<file path="config.mk">
export PLATFORM = sky130hd
export DESIGN_NAME = pipe_trace_buffer
export DESIGN_NICKNAME = d
export VERILOG_FILES = /design/src/rtl/pipe_trace_buffer.sv
export SDC_FILE = /design/constraint.sdc
export NUM_CORES = 1
export LEC_CHECK = 0
export CELL_PAD_IN_SITES_DETAIL_PLACEMENT = 0
export CELL_PAD_IN_SITES_GLOBAL_PLACEMENT = 1
export CORE_UTILIZATION = 55
export DETAILED_ROUTE_END_ITERATION = 10
export DONT_BUFFER_PORTS = 1
export GPL_ROUTABILITY_DRIVEN = 0
export PLACE_DENSITY = 0.8
export SKIP_LAST_GASP = 1
export SYNTH_ARGS = -nofsm -noshare
export SYNTH_HDL_FRONTEND = slang
export SYNTH_SLANG_ARGS = --single-unit
</file>
<file path="constraint.sdc">
create_clock -name clk -period 11.5 [get_ports clk]
set_clock_uncertainty 0.15 [all_clocks]
set_input_delay 1.15 -clock clk [delete_from_list [all_inputs] [get_ports clk]]
set_output_delay 1.15 -clock clk [all_outputs]
set_load 0.01 [all_outputs]
</file>
<file path="src/rtl/pipe_trace_buffer.sv">
// Pipeline trace buffer: circular capture of {pc, inst, class} records around an
// opcode-match or forced trigger, then in-order readout of the retained window.
module pipe_trace_buffer #(
    parameter int DEPTH  = 16,
    parameter int PC_W   = 32,
    parameter int INST_W = 32,
    localparam int AW    = $clog2(DEPTH)
) (
    input  logic              clk,
    input  logic              reset,
    input  logic              arm,
    input  logic              force_trig,
    input  logic              cap_valid,
    input  logic [PC_W-1:0]   cap_pc,
    input  logic [INST_W-1:0] cap_inst,
    input  logic [5:0]        trig_op,
    input  logic [5:0]        trig_mask,
    input  logic [AW-1:0]     post_cnt,
    input  logic              rd_ready,
    output logic              rd_valid,
    output logic [PC_W-1:0]   rd_pc,
    output logic [INST_W-1:0] rd_inst,
    output logic [2:0]        rd_class,
    output logic              rd_last,
    output logic [1:0]        state,
    output logic [AW:0]       count,
    output logic              triggered,
    output logic              wrapped
);

    typedef enum logic [1:0] {
        IDLE  = 2'd0,
        ARMED = 2'd1,
        POST  = 2'd2,
        DONE  = 2'd3
    } state_t;

    localparam logic [AW:0] DEPTH_C = (AW+1)'(DEPTH);

    function automatic logic [2:0] classify(input logic [5:0] op);
        logic [2:0] c;
        case (op)
            6'b000010:                                  c = 3'd1;
            6'b010010, 6'b010001, 6'b010000:            c = 3'd2;
            6'b011010, 6'b011001, 6'b011000:            c = 3'd3;
            6'b001101, 6'b001000, 6'b101101, 6'b101101,
            6'b100101:                                  c = 3'd4;
            6'b111010, 6'b100000, 6'b100010:            c = 3'd5;
            6'b110100, 6'b110101:                       c = 3'd6;
            default:                                    c = 3'd0;
        endcase
        return c;
    endfunction

    state_t          state_q;
    logic [AW-1:0]   wr_ptr_q;
    logic [AW:0]     count_q;
    logic [AW-1:0]   post_q;
    logic            triggered_q;
    logic            wrapped_q;

    logic [PC_W-1:0]   mem_pc   [DEPTH];
    logic [INST_W-1:0] mem_inst [DEPTH];
    logic [2:0]        mem_cls  [DEPTH];

    logic [5:0]    cap_op;
    logic          capturing;
    logic          wr_en;
    logic          trig_hit;
    logic [AW-1:0] rd_idx;

    assign cap_op    = cap_inst[INST_W-1 -: 6];
    assign capturing = (state_q == ARMED) || (state_q == POST);
    // arm and reset both pre-empt capture, so the write strobe must honour them too
    assign wr_en     = !reset && !arm && capturing && cap_valid;
    assign trig_hit  = force_trig || (cap_valid && (((cap_op ^ trig_op) & trig_mask) == 6'd0));

    always_ff @(posedge clk) begin
        if (wr_en) begin
            mem_pc[wr_ptr_q]   <= cap_pc;
            mem_inst[wr_ptr_q] <= cap_inst;
            mem_cls[wr_ptr_q]  <= classify(cap_op);
        end
    end

    always_ff @(posedge clk) begin
        if (reset) begin
            state_q     <= IDLE;
            wr_ptr_q    <= '0;
            count_q     <= '0;
            post_q      <= '0;
            triggered_q <= 1'b0;
            wrapped_q   <= 1'b0;
        end else if (arm) begin
            state_q     <= ARMED;
            wr_ptr_q    <= '0;
            count_q     <= '0;
            post_q      <= '0;
            triggered_q <= 1'b0;
            wrapped_q   <= 1'b0;
        end else begin
            if (capturing && cap_valid) begin
                wr_ptr_q <= wr_ptr_q + 1'b1;
                if (count_q == DEPTH_C) begin
                    wrapped_q <= 1'b1;
                end else begin
                    count_q <= count_q + 1'b1;
                end
            end
            case (state_q)
                IDLE: ;
                ARMED: begin
                    if (trig_hit) begin
                        triggered_q <= 1'b1;
                        post_q      <= post_cnt;
                        state_q     <= (post_cnt == '0) ? DONE : POST;
                    end
                end
                POST: begin
                    if (cap_valid) begin
                        post_q <= post_q - 1'b1;
                        if (post_q == AW'(1)) begin
                            state_q <= DONE;
                        end
                    end
                end
                DONE: begin
                    if (count_q == '0) begin
                        state_q <= IDLE;
                    end else if (rd_ready) begin
                        count_q <= count_q - 1'b1;
                        if (count_q == (AW+1)'(1)) begin
                            state_q <= IDLE;
                        end
                    end
                end
                default: state_q <= IDLE;
            endcase
        end
    end

    // oldest entry; a full buffer (count==DEPTH) truncates to an offset of 0
    assign rd_idx    = wr_ptr_q - count_q[AW-1:0];
    assign rd_valid  = (state_q == DONE) && (count_q != '0);
    assign rd_last   = (state_q == DONE) && (count_q == (AW+1)'(1));
    assign rd_pc     = mem_pc[rd_idx];
    assign rd_inst   = mem_inst[rd_idx];
    assign rd_class  = mem_cls[rd_idx];
    assign state     = state_q;
    assign count     = count_q;
    assign triggered = triggered_q;
    assign wrapped   = wrapped_q;

endmodule

</file>
==> results of run 1 <==
[flip-flops by register name, summed over array words and instances (netlist names)]
name,cells
wr_ptr_q,4
triggered,1
state,2
wrapped,1
mem_pc,512
mem_cls,48
count,5
post_q,4
mem_inst,512
[per-layer routing]
layer / global-route usage / up-vias
li1: - / 7875
met1: 0.313 / 10026
met2: 0.389 / 703
met3: 0.0565 / 136
met4: 0.0592 / 0
met5: 0 / -
[synthesized netlist by cell type (all sizes together), types with 2 or more instances]
master  number
inv         14
clkbuf      49
mux4       268
nor3         8
o22ai        3
nand2b       3
nand3        8
and2         3
and3         3
o32a         2
ha          18
nor2        36
a21o         2
buf         44
a211oi       3
xnor2        5
dfxtp       17
or4          2
nand4        2
edfxtp    1072
a21oi       18
o21ai        6
mux2i      203
a211o        2
nand2       15
o32ai        2
xor2         9
a22oi        3
[critical path, cell delays in order (launching register included)]
cell	delay (ns)
dfxtp_1	0.42
inv_1	0.13
ha_4	0.85
buf_4	0.73
buf_4	0.81
mux4_2	0.59
mux2i_1	0.24
mux2i_1	0.25
[area by class of cell]
class / instances / area, sq um / share of cell area
Sequential cell: 1089 / 32500 / 0.692
Multi-Input combinational cell: 642 / 9330 / 0.198
Clock buffer: 130 / 2830 / 0.0601
Tap cell: 1030 / 1290 / 0.0274
Clock inverter: 64 / 662 / 0.0141
Timing Repair Buffer: 42 / 328 / 0.00697
Inverter: 14 / 52.6 / 0.00112
[cell families after synthesis]
family,after synthesis
AOI/OAI and AO/OA,50
xor gates and xnor gates,14
adders and majority gates,19
buffers and inverters,107
DFF,1089
muxes,472
and+or+nand+nor,87
[through the flow]
stage	setup WS, ns	hold slack [ns]	instances	total power, mW
after floorplan	4.33	0.291	1838	4.95
after global placement	6.04	0.308	2817	5.06
after detailed placement	6.00	0.313	2817	5.08
after CTS	5.21	0.322	3011	8.50
after global routing	4.99	0.358	3011	8.68
final	5.38	0.324	3011	8.44
[power groups by stage]
stage | combinational [mW] | sequential [mW] | clock, mW
floorplan | 0.484 | 4.46 | 0
global route | 0.648 | 4.38 | 3.66
CTS | 0.617 | 4.38 | 3.50
global placement | 0.603 | 4.46 | 0
finish | 0.601 | 4.38 | 3.46
detailed placement | 0.613 | 4.46 | 0
[worst max path at each step]
stage,startpoint,end,slack [ns],depth (start not counted)
final,wr_ptr_q[0]$_SDFFE_PP0P_,rd_inst[18],5.38,7
after global routing,wr_ptr_q[0]$_SDFFE_PP0P_,rd_inst[18],4.99,7
after CTS,wr_ptr_q[0]$_SDFFE_PP0P_,rd_inst[18],5.21,7
after detailed placement,wr_ptr_q[0]$_SDFFE_PP0P_,rd_inst[18],6.00,7
after global placement,wr_ptr_q[0]$_SDFFE_PP0P_,rd_inst[16],6.04,7
after floorplan,reset,mem_cls[0][0]$_DFFE_PP_,4.33,5
==> summary.md, run 1 <==
| Metric | Value |
|---|---|
| Initial core utilization | 0.555 |
| Post-Syn Area | between 0.04 and 0.05 sq mm |
| Post-Syn Instances | around 1,800 |
| Mux contribution to synthesized area | 0.192 |
| WL per Instance | 29.3 um |
| Worst EP required | 10.20 ns |
| Leading cell type in the layout, fill and taps excluded | edfxtp_1 |
| Clock share of power | 0.410 |
| VDD IR max | ~120 uV |
| Sw Ratio | 0.208 |
| Maxcap violations | 0 |
| Cell area after layout | around 0.047 sq mm |
| Pwr dens | between 150 and 200 mW/mm^2 |
| # DRC | 0 |
| Final setup viols | 0 |
| Die Y | between 200 and 300 um |
| Worst min path class | flop to flop |
| Reg-to-Reg End | mem_pc[6][5]$_DFFE_PP_ |
| Main synth FF type | edfxtp_1 |
| Fillers | around 5,000 |
| Fin Setup TNS | 0 ns |
| Reg2Reg Depth | 8 |
| Top cell type's share of synthesized area | 0.763 |
| Layout cell share with drive strength beyond 1 | 0.243 |
| I/O pins | 164 |
| Internal | around 6.7 mW |
| Utilization after layout | 0.619 |
| Hold Buf Count CTS | 0 |
| Worst skew pair latency | 0.66 ns |
| Max Root-Sink Buffers | 3 |
| Clk root buf | clkbuf_16 |
| Post-DP HPWL | about 44 mm |
| Worst reg2reg path startpoint | state[0]$_SDFFE_PP0P_ |
| Initial antenna violation count | 2 |
| Hold Crit Depth | 2 |
| Die ar. | 0.0778 sq mm |
| Initial drt markers | approximately 1,800 |
| Largest family of logic cells by synthesized area | multiplexers |
| Layout Nets | 2,000 |
| Post-CTS sizing | 0 |
| CTS tree | yes |
| CP max FO | 44 |
| Area post-placement | around 0.044 sq mm |
| Die Wd | about 280 um |
| Syn nets | roughly 2,000 |
| Asr flop ratio synth | 0 |
| # diodes | 0 |
| FF-to-FF setup slack | between 7 and 8 ns |
| Mean Syn Cell Area | 22.9 sq um |
| Cts bufs inserted | around 110 |
| Gate power share | 0.071 |
| Clk sinks | roughly 1,100 |
| Wire length on met3 | 7.42 mm |
| Hold Path End | post_q[1]$_SDFFE_PP0P_ |
| # rows | ~100 |
| Vias in the first global route | between 15,000 and 20,000 |
| Leakage power | around 15 nW |
| Synth unique cells | 49 |
| CTS clk-pin slew, worst paths | approximately 0.060 ns |
| DR top layer | met4 |
| CP arrival | a little under 5 ns |
| Number of synthesized flops with an enable pin | around 1,100 |
| IO buf count | 0 |
| Vias | approximately 19,000 |
| Drt total wl | approximately 90 mm |
| Antenna-violating nets left | 0 |
| GRT Util Overall | 0.234 |
| Compound-Gate Fraction of Synth Area | 0.00777 |
| Fin. Hold Viols | 0 |
| Core region area | 0.0759 sq mm |
| Global-route wire length before repair | 131 mm |
| H-tree Lvls | 3 |
| Synth-to-Final Area Change | 11.5% |
| Drt first pass iters | 7 |
| Synth Area in Simple Gates | 0.00970 |
| Total gr overflow | 0 |
| Sequential share of the synthesized area | 0.771 |
| Avg Vias per Cell | 6.22 |
| CP Capture Type | output port |
| Max_slew headroom | 0.246 |
| Min-delay src | post_q[1]$_SDFFE_PP0P_ |
| Period minus WS final | 6.12 ns |
| Commonest cells after routing, fill and taps aside | 1,072 x edfxtp_1, 268 x mux4_2, 203 x mux2i_1, 109 x clkbuf_16, 41 x buf_4 |
| Final Max Slew Viols | 0 |
| Actual slew at the worst max-slew pin | around 1.1 ns |
| Post-CTS setup buffer count | 0 |
| WL met1 | 34.3 mm |
| Largest net degree at the start of global routing | between 100 and 150 |
| RSZ-0062 raised after global routing | no |
| Synth area leader | edfxtp_1 |
| Synthesis Warnings | 0 |
| Seq pwr share | 0.519 |
| Adder-cell area share of the yosys netlist | 0.00582 |
| Status | completed |
| Startpoint types | flop |
| XOR/XNOR Fraction of Synth Area | 0.00291 |
| Setup CP Type | flop to output port |
| Final Cycle Share | 0.532 |
| Seq cells post-synth | between 1,000 and 1,500 |
| WL met2 | roughly 45 mm |
| NetSw | roughly 1.8 mW |
| Synth area leaders | edfxtp_1 76%, mux4_2 14%, mux2i_1 4.8% |
| Fmax | around 0.16 GHz |
Note: power is estimated with default switching activity, not from simulation.
==> run 2, diff against run 1 <==
==> constraint.sdc (replaced) <==
create_clock -name clk -period 6.17 [get_ports clk]
set_clock_uncertainty 0.15 [all_clocks]
set_input_delay 0.617 -clock clk [delete_from_list [all_inputs] [get_ports clk]]
set_output_delay 0.617 -clock clk [all_outputs]
set_load 0.01 [all_outputs]
==> summary.md, run 2 (synthesis results as in run 1) <==
| Metric | Value |
|---|---|
| Post-CTS setup buffer count | 0 (unchanged) |
| Final hold slack | 0.0504 ns (-0.274 ns) |
| Layout Nets | 2,065 (+3.3%) |
| Initial antenna violation count | 3 (+1) |
| # rows | 101 (unchanged) |
| Layout cell share with drive strength beyond 1 | 0.233 (-0.00993) |
| Worst skew pair latency | 0.65 ns (about the same) |
| Final setup viols | 0 (unchanged) |
| Hold Buf Count CTS | 66 (+66) |
| Worst min path class | input pin to flop |
| Setup CP Type | flop to output port |
| I/O pins | 164 (unchanged) |
| Leakage power | 15.4 nW (+1.5%) |
| Period minus WS final | slightly below 5 ns |
| Drt total wl | 87.8 mm (-0.47%) |
| Global-route wire length before repair | 130 mm (-0.45%) |
| CP arrival | 4.05 ns (-0.77 ns) |
| Initial core utilization | 0.555 (unchanged) |
| Avg Vias per Cell | 6.19 (-0.60%) |
| Die ar. | 0.0778 sq mm (unchanged) |
| Max Root-Sink Buffers | 3 (unchanged) |
| Initial drt markers | 1,603 (-9.0%) |
| Fillers | 5,000 (-1.2%) |
| Core region area | 0.0759 sq mm (unchanged) |
| Clk sinks | 1,089 (unchanged) |
| Cts bufs inserted | 108 (+1.9%) |
| Clk root buf | clkbuf_16 |
| Largest net degree at the start of global routing | 119 (+14%) |
| CTS clk-pin slew, worst paths | 0.06 ns (about the same) |
| CP Capture Type | output port |
| # DRC | 0 (unchanged) |
| Synth-to-Final Area Change | 13.1% |
| Setup WS post-layout | 1.35 ns (-4.02 ns) |
| Vias in the first global route | 19,919 (+0.85%) |
| Post-route insts no fill | 3,076 (+2.2%) |
| RSZ-0062 raised after global routing | no |
| Commonest cells after routing, fill and taps aside | 1,072 x edfxtp_1, 268 x mux4_2, 203 x mux2i_1, 109 x clkbuf_16, 66 x dlygate4sd3_1 |
| Pwr dens | 327 mW/mm^2 (+82%) |
| Placed insts | 2,814 (-0.11%) |
| Fin. Hold Viols | 0 (unchanged) |
| Die Wd | 279 um (unchanged) |
| Antenna-violating nets left | 0 (unchanged) |
| Drt first pass iters | 7 (unchanged) |
| Max_slew headroom | 0.239 (-0.00762) |
| Startpoint types | flop |
| Top flop regs | mem_inst (512), mem_pc (512), mem_cls (48) |
| Final Cycle Share | 0.781 |
| Fin Setup TNS | 0 ns (unchanged) |
| Status | completed |
| GRT Util Overall | 0.230 (-0.00347) |
| VDD IR max | 234 uV (+97%) |
| Actual slew at the worst max-slew pin | 1.14 ns (+0.00873 ns) |
| CTS tree | yes |
| Worst EP required | 5.40 ns (-4.80 ns) |
| Place WS | 2.00 ns (-4.00 ns) |
| Vias | 19,030 (+1.5%) |
| Fmax | slightly above 0.2 GHz |
| Maxcap violations | 0 (unchanged) |
| Total gr overflow | 0 (unchanged) |
| Post-DP HPWL | 42.9 mm (-1.8%) |
| Post-CTS sizing | 0 (unchanged) |
| Die Y | 279 um (unchanged) |
| CP max FO | 118 (+170%) |
| H-tree Lvls | 3 (unchanged) |
| WL per Instance | 28.5 um (-2.6%) |
| IO buf count | 0 (unchanged) |
| Leading cell type in the layout, fill and taps excluded | edfxtp_1 |
| Final Max Slew Viols | 0 (unchanged) |
| Utilization after layout | 0.628 (+0.00899) |
run 2: cell count changes in the layout (fill, tap and decap cells not counted), sizes merged:
cell,delta
buf,-3
bufinv,-6
clkbuf,+3
diode,+2
dlygate4sd3,+66
inv,+3
run 2: stage by stage:
step	power (mW)	cell area, sq um
5_1_grt	16.1	47700
3_3_place_gp	9.45	43700
2_1_floorplan	9.22	42200
6_report	15.6	47700
3_5_place_dp	9.47	43700
4_1_cts	15.7	47700
run 2: critical path, cell delays in order (launching register included):
cell	delay, ns
dfxtp_1	0.42
inv_1	0.14
ha_4	0.18
fa_4	0.99
buf_12	0.57
mux4_2	0.34
mux2i_1	0.07
mux2i_1	0.59
run 2: final timing paths:
check,startpoint,endpoint,slack (ns),cells past startpoint
setup / recovery,wr_ptr_q[0]$_SDFFE_PP0P_,rd_class[0],1.35,7
hold / removal,arm,state[0]$_SDFFE_PP0P_,0.05,2
setup reg to reg,state[0]$_SDFFE_PP0P_,mem_pc[14][21]$_DFFE_PP_,2.47,7
hold reg to reg,post_q[1]$_SDFFE_PP0P_,post_q[1]$_SDFFE_PP0P_,0.33,2
run 2: final cells by class:
cell class | count | area [sq um] | share of cell area
sequential | 1089 | 32500 | 0.682
multi-input combinational | 642 | 9350 | 0.196
clock buffer | 133 | 2820 | 0.0591
tap | 1030 | 1290 | 0.0270
timing repair buffer | 105 | 1140 | 0.0239
clock inverter | 61 | 510 | 0.0107
inverter | 14 | 52.6 | 0.00110
antenna | 2 | 5.00 | 0.000105
run 2: power breakdown:
part / internal (mW) / switching [mW]
combinational: 0.565 / 0.680
clock: 3.53 / 2.65
sequential: 8.15 / 0.0126
run 2: routing by layer:
metal / global-route usage / routed length (um) / vias up / part of all wire
li1: - / - / 8021 / -
met1: 0.319 / 35500 / 10164 / 0.40
met2: 0.377 / 43800 / 696 / 0.50
met3: 0.0467 / 6360 / 145 / 0.072
met4: 0.0635 / 2120 / 4 / 0.024
met5: 0 / 18 / - / 0.00021
